**src/rtl/sqrt_core.sv**
```systemverilog
// sqrt_core: free-running restoring integer square root, one result bit per clock
module sqrt_core (
   input  logic        clk,
   input  logic        reset,
   input  logic [31:0] din,
   output logic [15:0] dout,
   output logic [3:0]  cstate
);
   typedef enum logic [3:0] {IDLE = 4'd0, LOAD = 4'd1, CALC = 4'd2, DONE = 4'd3} state_t;
   state_t      state;
   logic [31:0] rad;
   logic [17:0] rem;
   logic [15:0] root;
   logic [3:0]  cnt;
   logic [17:0] t;
   logic [17:0] q;
   logic        ge;
   logic        rem_unused;
   assign t          = {rem[15:0], rad[31:30]};
   assign q          = {root, 2'b01};
   assign ge         = t >= q;
   assign cstate     = state;
   // the partial remainder never exceeds 16 bits before the last step, so its top bits are never fed back
   assign rem_unused = ^rem[17:16];
   always_ff @(posedge clk or posedge reset) begin
      if (reset) begin
         state <= IDLE;
         dout  <= '0;
         rad   <= '0;
         rem   <= '0;
         root  <= '0;
         cnt   <= '0;
      end else begin
         case (state)
            IDLE: state <= LOAD;
            LOAD: begin
               rad   <= din;
               rem   <= '0;
               root  <= '0;
               cnt   <= 4'd15;
               state <= CALC;
            end
            CALC: begin
               rem   <= ge ? t - q : t;
               root  <= {root[14:0], ge};
               rad   <= rad << 2;
               cnt   <= cnt - 4'd1;
               state <= cnt == 4'd0 ? DONE : CALC;
            end
            DONE: begin
               dout  <= root;
               state <= LOAD;
            end
            default: state <= IDLE;
         endcase
      end
   end
endmodule

```
**config.mk**
```make
export PLATFORM = sky130hd
export DESIGN_NAME = sqrt_core
export DESIGN_NICKNAME = d
export VERILOG_FILES = /design/src/rtl/sqrt_core.sv
export SDC_FILE = /design/constraint.sdc
export NUM_CORES = 1
export LEC_CHECK = 0
export CORE_MARGIN = 2
export CORE_UTILIZATION = 51
export DETAILED_ROUTE_END_ITERATION = 8
export PLACE_DENSITY = 0.76
export SKIP_CTS_REPAIR_TIMING = 1
export SLEW_MARGIN = 20
export SYNTH_ARGS = -nofsm -noshare
export SYNTH_HDL_FRONTEND = slang
export SYNTH_SLANG_ARGS = --single-unit
```
**constraint.sdc**
```tcl
create_clock -name clk -period 2.9 [get_ports clk]
set_input_delay 0.58 -clock clk [delete_from_list [all_inputs] [get_ports clk]]
set_output_delay 0.58 -clock clk [all_outputs]
set_load 0.03 [all_outputs]
```
## After elaboration in Yosys (flattened, before gate mapping)

Cells that the tools add are included.

- Add/subtract/negate cells: 2
- Magnitude comparators: 1
- Equality and inequality tests: 3
- Multiplexer cells: 7
- Reductions and logical operators: 4

Operators by type and width:

| kind | count |
|---|---|
| 16-bit one-hot mux with 2 select lines | 2 |
| 32-bit one-hot mux with 2 select lines | 1 |
| 18-bit greater-or-equal comparator | 1 |
| 16-bit two-way mux | 1 |
| 16-bit subtractor | 1 |
| 4-bit by 2-bit == test with 1-bit output (second input constant) | 2 |
| 4-bit logical NOT | 2 |
| 4-bit one-hot mux with 2 select lines | 1 |
| 2-bit one-hot mux with 3 select lines | 1 |
| 4-bit by 1-bit == test with 1-bit output (second input constant) | 1 |
| 4-bit by 1-bit subtractor with 4-bit output (second input constant) | 1 |
| 2-bit nonzero test | 1 |
| 2-bit OR reduction | 1 |
| 1-bit two-way mux | 1 |

- Register bits: 88
- Bits of input ports: 34
- Output and inout port bits: 20
- Word-level logic and storage cells: 23

## Logic depth before layout (Yosys ltp)

Gate-level depths: netlist of the first run.

- Word-level depth: 3
- Mapped depth: 9
- Mapped depth without buffers: 8

## Worst setup path after synthesis of the first run

Ideal clock, no wire load.

- Path type: flip-flop to flip-flop
- Start point: register rem[9]
- End point: register rem[3]
- Arrival: 1944 ps
- Setup slack: 830 ps
- Cell stages (with the launch flop): 8
- Cell sequence: dfrtp_1 ha_1 a21oi_2 nor2b_2 nor4_4 a211o_2 nand2_4 a221o_1

- Cells in the longest elaborated chain, start to end: 3

Ends and longest elaborated chain:

| element | RTL line | source |
|---|---|---|
| start: declaration | 12 | `logic [17:0] rem;` |
| start signal: assignment | 44 | `rem <= ge ? t - q : t;` |
| 18-bit greater-or-equal comparator | 21 | `assign ge = t >= q;` |
| 16-bit two-way mux | 44 |  |
| 16-bit one-hot mux with 2 select lines | 34 | `case (state)` |

No other way between the ends.
A chain may end at the register's enable or synchronous reset.

## Worst setup path in the final report of the first run

- Start point: register root[0]
- End point: register rem[5]

- Cells in the longest elaborated chain, start to end: 3
- Elaborated cells on any way between the ends: 4

Ends and longest elaborated chain:

| element | RTL line | source |
|---|---|---|
| start: declaration | 13 | `logic [15:0] root;` |
| start signal: assignment | 45 | `root <= {root[14:0], ge};` |
| 16-bit subtractor / 18-bit greater-or-equal comparator (equally long branches) | 44, 21 |  |
| 16-bit two-way mux * | 44 |  |
| 16-bit one-hot mux with 2 select lines * | 34 |  |

Mark *: on every way between the ends. The rest lies on a longest branch, timed or not.

==> qor.yml, run 1 <==
status:
  outcome: "completed"
timing:
  fin_crit_sh_pct: 83.5
  tightest_slew_ps: 881
  fmaxAchievable_ghz: 0.413
  drv_slew: 0
  finalHoldViolCount: 0
  period_minus_slack_ps: 2420
  clock-skew-final_ps: 9.49
  final.setup.tns_ps: 0
  setup_violations: 0
  rsz0062_at_grt: "no"
  max-slew-margin-rel_pct: 41.3
finish:
  n_fill_cell: 766
  n_antenna_cell: 0
  multi_input_area_mm2: 0.00235
  synthToLayoutAreaGrowth_pct: 16.7
  final_layout_size_suffix_gt1_share_pct: 10.9
  nNetsFinal: 582
  ff_latch_area_mm2: 0.00215
pwr:
  ir_worst_vdd_v: 0.000403
  switching_share_pct: 42.5
  p_sw_mw: 2.28
  comb_power_share_pct: 53.5
  p_per_area_mw_per_mm2: 976
  p_leak_nw: 2.54
  p_int_mw: 3.09
  p_seq_share_pct: 32.2
  total_power_mw: 5.36
  p_clk_share_pct: 14.2
grt:
  grt_max_degree: 65
  grt_antenna_before_repair: 0
  grt_use_total_pct: 21.6
  grt_overflow: 0
  grt_pass1_wl_um: 17100
  first_global_vias: 3561
place:
  portBuffers: 51
  gp_routability_congestion: 0.899
  dp_hpwl_um: 7160
hold_path:
  holdCritPathClass: "primary input to async pin"
detailed_routing:
  routed_wl_um: 9970
  wl_per_cell_um: 15.5
  postRouteAntennaNets: 0
  vias: 3638
  viasPerCell: 5.66
  drt_iter0_markers: 202
  drc: 0
  drt_first_pass_iters: 4
clock_network:
  clockBufferDepth: 2
  cts_tree: "yes"
  path_clk_slew_ps: 90
  cts_made_buffers: 9
  cts_root_buffer: "clkbuf_8"
  cts.htree.levels: 3
  cts_num_sinks: 86
  clkLatencyLatePin_ps: 360
floorplanning:
  die_w_um: 100
  die_h_um: 100
  rows: 35
  start_util_pct: 51.7
  core_mm2: 0.00911
  dieArea_mm2: 0.0100
  num_io_pins: 54
logic_synthesis:
  syn_inst: 481
  ys.flop_type: "dfrtp_1"
  synth_edf_count: 0
  synth.distinct_cells: 61
  yosys_warnings: 0
  yosysMostFrequentCell: "nand2_1"
  avgSynthCellArea_um2: 9.79
  yosysTopAreaCellShare_pct: 45.7
  yosys_register_bits: 86
  netlist_top_cells_count: "nand2_1, dfrtp_1, o21ai_0"
  netlist_area_mm2: 0.00471
  yosys.area.top_type: "dfrtp_1"
  async_reset_ff_share_pct: 100
  yosysSeqAreaShare_pct: 45.7
  synth.area.top_cells: "dfrtp_1, nand2_1, mux2i_1, ha_1, o21ai_0"
critical_path:
  worst-path-max-fanout: 10
  crit_path_end_kind: "register"
  worstSetupStartpointType: "register"
  arrival_ps: 2660
  critPathKind: "register to register"
  required_ps: 3140
flow_run:
  drv_cap: 0
[layer usage]
layer  share of wire [%]  vias to the layer above  global-route usage (%)
met2                  47                       92                    33.7
met1                  46                     1741                    29.5
met4                 2.4                        0                    9.69
li1                    -                     1787                       -
met3                 4.6                       18                    4.32
met5                   0                        -                       0
[critical path, stage by stage (launching register included)]
cell and delay, ps:
dfrtp_1 380, inv_1 60, ha_1 330, nor2b_2 200
o31ai_2 360, a21o_1 250, a211o_2 240, nand2_4 130
a221o_1 340
[state kept, by name, summed over array words and instances (netlist names)]
name    flops
root       16
rem        16
rad        32
dout       16
cstate      2
cnt         4
[power by group through the flow]
stage	Clock, mW	Combinational (mW)	Sequential, mW
CTS	0.784	2.85	1.72
global placement	0	2.83	1.74
detailed placement	0	2.84	1.75
global route	0.830	3.16	1.77
finish	0.764	2.87	1.73
floorplan	0	2.02	1.87
[layout make-up]
type,instances,share of cell area (%)
clock buffers,10,2.32
well taps,111,2.53
inverters,24,1.66
repair buffers,60,10.7
multi-input cells,346,42.7
clock inverters,6,0.842
flip-flops and latches,86,39.2
[cells by family (layout without fill, tap and decap cells)]
group           Yosys count  count (layout)  share of synthesized area, %
simple gates            140             140                          14.0
compound gates          126             126                          17.8
flops                    86              86                          45.7
other cells               1               2                        0.0796
buf+inv                  50             100                          4.54
mux                      48              48                          10.6
xor+xnor                  9               9                          1.67
fa+ha+maj                21              21                          5.58
[through the flow]
| step | std cells | area (um^2) | worst slack, ps | hold WS, ps | util (%) |
|---|---|---|---|---|---|
| after global placement | 627 | 5320 | 571 | 466 | 58.4 |
| after floorplan | 482 | 4710 | 98.2 | 450 | - |
| after global routing | 643 | 5500 | 335 | 491 | 60.3 |
| after detailed placement | 627 | 5320 | 532 | 474 | 58.4 |
| final | 643 | 5500 | 480 | 483 | 60.3 |
| after CTS | 643 | 5500 | 505 | 482 | 60.3 |
[placed cells by master (no fill, tap or decap), types with 2 or more instances in the layout]
cell / instances
nand2_1: 90
conb_1: 2
a211oi_4: 2
clkinvlp_4: 2
a21oi_1: 19
o21ai_0: 52
a32o_1: 2
nand3_1: 10
nand4_1: 2
or3_1: 2
mux2i_1: 32
nor2_1: 10
o22ai_1: 2
a221o_1: 3
dfrtp_1: 86
o2111ai_1: 2
and2_1: 2
xnor2_1: 8
buf_4: 8
a41oi_1: 2
o31ai_1: 4
ha_1: 20
nand2b_1: 3
o211ai_1: 12
clkbuf_8: 9
clkdlybuf4s50_1: 51
nor3_1: 9
a22o_1: 2
a21o_1: 3
and3_1: 2
nor4_4: 2
a22oi_1: 2
mux2_2: 16
inv_1: 22
inv_6: 2
clkinv_2: 2
nor2b_2: 2
a31oi_1: 3
[final timing paths]
kind | endpoint | depth (start not counted) | slack (ps) | start
min in group clk | rad[15] | 2 | 490 | rad[15]
worst max register to register | rem[5] | 8 | 480 | root[0]
worst max-delay path | rem[5] | 8 | 480 | root[0]
worst min-delay path | rad[0] | 2 | 480 | reset
worst min register to register | rad[15] | 2 | 490 | rad[15]
max in group asynchronous | rem[9] | 3 | 1840 | reset
(Power assumes the default switching activity.)
==> run 2: changes to the inputs <==
CORE_UTILIZATION = 56   (was 51)
PLACE_DENSITY = 0.8   (was 0.76)
clock period = 2.3 ns   (was 2.9 ns; I/O delays follow)
==> run 2 against run 1 <==
Net effect:
- flip-flop and latch count unchanged
- final area up 6.1%
- non-clock buffer count up 19
- combinational power up 51%
- critical path depth down 1
- routed wire length up 13%
- global-route usage up 4.3 points
- sequential share of layout area down 2.2 points
- sequential power up 28%
- core utilization up 11 points
- first-iteration DRC count up 17%
- critical path type unchanged
==> qor.yml, run 2 (synthesis results as in run 1) <==
timing:
  clock-skew-final_ps: 12.4  # +2.94 ps
  fin_crit_sh_pct: 96.3  # +13 points
  finalHoldViolCount: 0  # unchanged
  setup_ws_ps: 84.5  # -395 ps
  fmaxAchievable_ghz: 0.451  # +9.2%
  holdWs_ps: 494  # +10.8 ps
  drv_slew: 0  # unchanged
  period_minus_slack_ps: 2220  # -205 ps
  setup_violations: 0  # unchanged
  tightest_slew_ps: 603  # -278 ps
  max-slew-margin-rel_pct: 59.7  # +18 points
  final.setup.tns_ps: 0  # unchanged
finish:
  synthToLayoutAreaGrowth_pct: 23.9
  final_common_cell: "nand2_1"
  final_layout_size_suffix_gt1_share_pct: 17.1  # +6.2 points
  top_register: "rad"
  largest_register_ffs: 32  # unchanged
  layout_common_cells: "nand2_1, dfrtp_1, o21ai_0"
  nNetsFinal: 601  # +3.3%
  finalInstanceArea_mm2: 0.00583  # +6.1%
  n_antenna_cell: 0  # unchanged
critical_path:
  crit_chain: "ha_1, a21oi_1, o21ai_2, nor4_4, a211o_4, nand2_4, a221o_1"
  crit_path_end_kind: "register"
  required_ps: 2540  # -600 ps
  worstSetupStartpointType: "register"
  worst-path-max-fanout: 10  # unchanged
  slowest_stage: "dfrtp_1"
  r2r_start: "rem[7]"
  r2r_cells: 7  # -1
  critPathKind: "register to register"
  arrival_ps: 2450  # -210 ps
  cp_num_buf_inv: 0  # -1
  rr_endpoint: "rem[2]"
  worst-r2r-setup-slack_ps: 80  # -400 ps
  crit_family: "compound AO/OA/AOI/OAI gates"
  critPathMaxStageDelay_ps: 400  # +20 ps
detailed_routing:
  vias: 3796  # +4.3%
  drc: 0  # unchanged
  postRouteAntennaNets: 0  # unchanged
  drt_first_pass_iters: 4  # unchanged
  drt_iter0_markers: 236  # +17%
  viasPerCell: 5.79  # +2.3%
  routed_wl_um: 11200  # +13%
  wl_per_cell_um: 17.1  # +10%
hold_path:
  worstHoldStart: "rad[7]"
  holdCritPathClass: "register to register"
  hold_depth: 2
  hold_path_end: "rad[7]"
place:
  gp_routability_congestion: 0.930  # +3.4%
  dp_hpwl_um: 7720  # +7.8%
  portBuffers: 51  # unchanged
  detailed_place.area_mm2: 0.00547  # +2.8%
  pre_cts_slack_ps: 24.9  # -507 ps
clock_network:
  cts.htree.levels: 3  # unchanged
  cts_num_sinks: 86  # unchanged
  cts_made_buffers: 9  # unchanged
  cts_tree: "yes"
  clockBufferDepth: 2  # unchanged
  clkLatencyLatePin_ps: 360  # about the same
  cts_root_buffer: "clkbuf_8"
  path_clk_slew_ps: 80  # about the same
pwr:
  total_power_mw: 7.66  # +43%
  p_int_mw: 4.50  # +46%
  p_clk_share_pct: 14.6  # +0.4 points
  p_per_area_mw_per_mm2: 1310  # +35%
  comb_power_share_pct: 56.6  # +3.1 points
  p_sw_mw: 3.16  # +39%
  switching_share_pct: 41.2  # -1.2 points
  p_leak_nw: 2.67  # +5.0%
  p_seq_share_pct: 28.9  # -3.3 points
  ir_worst_vdd_v: 0.000815  # +100%
flow_run:
  drv_cap: 0  # unchanged
floorplanning:
  start_util_pct: 57.6  # +5.9 points
  num_io_pins: 54  # unchanged
  core_mm2: 0.00818  # -10%
  dieArea_mm2: 0.00916  # -8.6%
  die_h_um: 95.7  # -4.4%
  rows: 33  # -5.7%
  die_w_um: 95.7  # -4.4%
status:
  outcome: "completed"
grt:
  grt_max_degree: 111  # +71%
  grt_use_total_pct: 26.0  # +4.3 points
  grt_antenna_before_repair: 0  # unchanged
  grt_pass1_wl_um: 18500  # +7.9%
  grt_overflow: 0  # unchanged
  first_global_vias: 3763  # +5.7%
==> run 2: final cells by class <==
cell class,instances,area [um^2]
repair buffers,79,800
inverters,24,93.8
multi-input cells,346,2450
flip-flops and latches,86,2150
clock buffers,12,155
clock inverters,4,53.8
well taps,105,131
fillers,636,2340
==> run 2: per-stage QoR <==
stage | util [%] | instances
after global placement | 66.9 | 633
final | 71.3 | 656
after CTS | 69.5 | 649
after global routing | 71.3 | 656
after floorplan | - | 482
after detailed placement | 66.9 | 633
==> run 2: worst max path at each step <==
stage                 start       to  depth (start not counted)
floorplan            rem[9]   rem[3]                          7
global placement    root[1]  rem[11]                          8
detailed placement  root[9]   rem[3]                          8
CTS                  rem[9]   rem[3]                          7
global route         rem[7]   rem[3]                          8
finish               rem[7]   rem[2]                          7
==> run 2: power groups by stage <==
stage               Clock (mW)  Sequential [mW]  Combinational (mW)
finish                    1.12             2.21                4.34
global route              1.20             2.25                4.70
CTS                       1.14             2.19                3.92
detailed placement           0             2.21                3.89
global placement             0             2.19                3.82
floorplan                    0             2.36                2.54
==> run 2: metal layers <==
layer / track usage (%) / wire length [um]
met1: 38.8 / 5460
met2: 40.3 / 5280
met3: 3.37 / 365
met4: 6.43 / 121
met5: 0 / 0
==> run 2: worst register-to-register path, cell delays in order, from the launching register on <==
cell and delay, ps:
dfrtp_1 400, ha_1 390, a21oi_1 210, o21ai_2 110, nor4_4 340, a211o_4 240, nand2_4 110, a221o_1 310
==> run 3: changes to the inputs <==
CORE_MARGIN = 4   (was 2)
==> run 3 against run 2 <==
Net effect:
- cell count is 0.30% higher
- clock power is 13% lower
- routed wire length is 1.3% lower
- hold slack worse by 1.3 ps
- critical path depth is 2 higher
- sequential share of layout area is 0.57 points higher
- first-iteration DRC count is 42% higher
- sequential power hardly changed
- power is 5.2% lower
==> qor.yml, run 3 (synthesis results as in run 1) <==
floorplanning:
  dieArea_mm2: 0.00994  # +8.5%
  die_w_um: 99.7  # +4.2%
  die_h_um: 99.7  # +4.2%
  start_util_pct: 57.3  # -0.29 points
  rows: 33  # unchanged
  num_io_pins: 54  # unchanged
  core_mm2: 0.00822  # +0.51%
pwr:
  p_per_area_mw_per_mm2: 1270  # -3.7%
  p_leak_nw: 2.65  # -0.66%
  ir_worst_vdd_v: 0.000832  # +2.0%
  total_power_mw: 7.26  # -5.2%
  switching_share_pct: 42.3  # +1.1 points
  comb_power_share_pct: 56.6  # about the same
  p_clk_share_pct: 13.4  # -1.2 points
  p_seq_share_pct: 30.1  # +1.2 points
  p_int_mw: 4.19  # -6.9%
  p_sw_mw: 3.07  # -2.8%
finish:
  fin_util_pct: 69.9  # -1.5 points
  largest_register_ffs: 32  # unchanged
  n_antenna_cell: 0  # unchanged
  top_register: "rad"
  final_layout_size_suffix_gt1_share_pct: 16.5  # -0.60 points
  layout_common_cells: "nand2_1, dfrtp_1, o21ai_0"
  nNetsFinal: 603  # +0.33%
  finalInstanceArea_mm2: 0.00574  # -1.6%
  final_common_cell: "nand2_1"
  synthToLayoutAreaGrowth_pct: 22.0
grt:
  grt_overflow: 0  # unchanged
  grt_pass1_wl_um: 18400  # -0.45%
  grt_antenna_before_repair: 0  # unchanged
  grt_max_degree: 87  # -22%
  first_global_vias: 3702  # -1.6%
  grt_use_total_pct: 23.0  # -2.9 points
timing:
  holdWs_ps: 493  # -1.32 ps
  clock-skew-final_ps: 9.78  # -2.65 ps
  fin_crit_sh_pct: 97.4  # +1.0 points
  drv_slew: 0  # unchanged
  rsz0062_at_grt: "yes"
  period_minus_slack_ps: 2240  # +23.6 ps
  setup_violations: 0  # unchanged
  fmaxAchievable_ghz: 0.447  # -1.1%
  finalHoldViolCount: 0  # unchanged
critical_path:
  worstSetupStartpointType: "register"
  worst-path-max-fanout: 14  # +4
  arrival_ps: 2480  # +30 ps
  required_ps: 2540  # about the same
  critPathMaxStageDelay_ps: 380  # -20 ps
  slowest_stage: "dfrtp_1"
  worst-r2r-setup-slack_ps: 60  # -20 ps
  crit_path_end_kind: "register"
  crit_chain: "inv_1, ha_1, nor2b_4, o31ai_2, a21o_1, a211oi_4, buf_12, o21ai_0, a32o_1"
  critPathKind: "register to register"
clock_network:
  cts_num_sinks: 86  # unchanged
  path_clk_slew_ps: 90  # about the same
  cts_made_buffers: 9  # unchanged
  clockBufferDepth: 2  # unchanged
  cts_tree: "yes"
  cts_root_buffer: "clkbuf_8"
  cts.htree.levels: 3  # unchanged
  clkLatencyLatePin_ps: 350  # about the same
detailed_routing:
  postRouteAntennaNets: 0  # unchanged
  drt_iter0_markers: 335  # +42%
  viasPerCell: 5.82  # +0.59%
  drc: 0  # unchanged
  wl_per_cell_um: 16.8  # -1.6%
  routed_wl_um: 11100  # -1.3%
  drt_first_pass_iters: 5  # +1
  vias: 3830  # +0.90%
flow_run:
  drv_cap: 0  # unchanged
status:
  outcome: "completed"
hold_path:
  holdCritPathClass: "register to register"
place:
  gp_routability_congestion: 0.928  # -0.19%
  dp_hpwl_um: 7610  # -1.4%
  portBuffers: 51  # unchanged
  detailed_place.area_mm2: 0.00544  # -0.55%
## run 3: cell count changes in the layout (fill, tap and decap cells not counted), sizes merged
cell,previous run,this run
clkbuf,12,9
clkinv,0,3
a211o,2,3
buf,28,29
bufinv,1,0
clkinvlp,3,4
## run 3: power groups by stage
stage                     Combinational, mW  Sequential, mW  Clock, mW
after global placement                 3.70            2.19          0
after floorplan                        2.54            2.36          0
after CTS                              3.78            2.18      0.991
after detailed placement               3.76            2.20          0
after global routing                   4.47            2.22       1.06
final                                  4.11            2.18      0.971
## run 3: layer usage
metal | vias to the layer above | wire length [um] | GRT usage (%)
li1 | 1831 | - | -
met2 | 110 | 5090 | 35.5
met3 | 12 | 501 | 3.44
met5 | - | 0 | 0
met1 | 1877 | 5340 | 33.9
met4 | 0 | 153 | 6.72
## run 3: final cells by class
class / count / area (um^2)
timing repair buffer: 80 / 766
sequential: 86 / 2150
multi-input combinational: 347 / 2420
fill: 637 / 2470
tap: 105 / 131
clock inverter: 7 / 50.0
clock buffer: 9 / 124
inverter: 24 / 93.8
## run 3: through the flow
step	worst slack (ps)	TNS (ps)	cells
global route	-39.8	-61.6	658
finish	60.9	0	658
CTS	6.28	0	650
detailed placement	2.79	0	634
floorplan	230	0	482
global placement	92.7	0	634
## run 3: critical path, delay by kind of cell, from the launching register on
kind | cells | cell delay [ps]
AO/OA/AOI/OAI | 5 | 910
flip-flops | 1 | 380
adder cells (fa/ha/maj) | 1 | 360
buffers and inverters | 2 | 260
AND/OR/NAND/NOR | 1 | 210
## run 3: final timing paths
check	start	endpoint	cells past startpoint
worst max-delay path	root[0]	rem[0]	9
worst min-delay path	rad[9]	rad[9]	2
worst max register to register	root[0]	rem[0]	9
worst min register to register	rad[9]	rad[9]	2
max in group asynchronous	reset	rem[1]	3
min in group asynchronous	reset	rad[22]	3
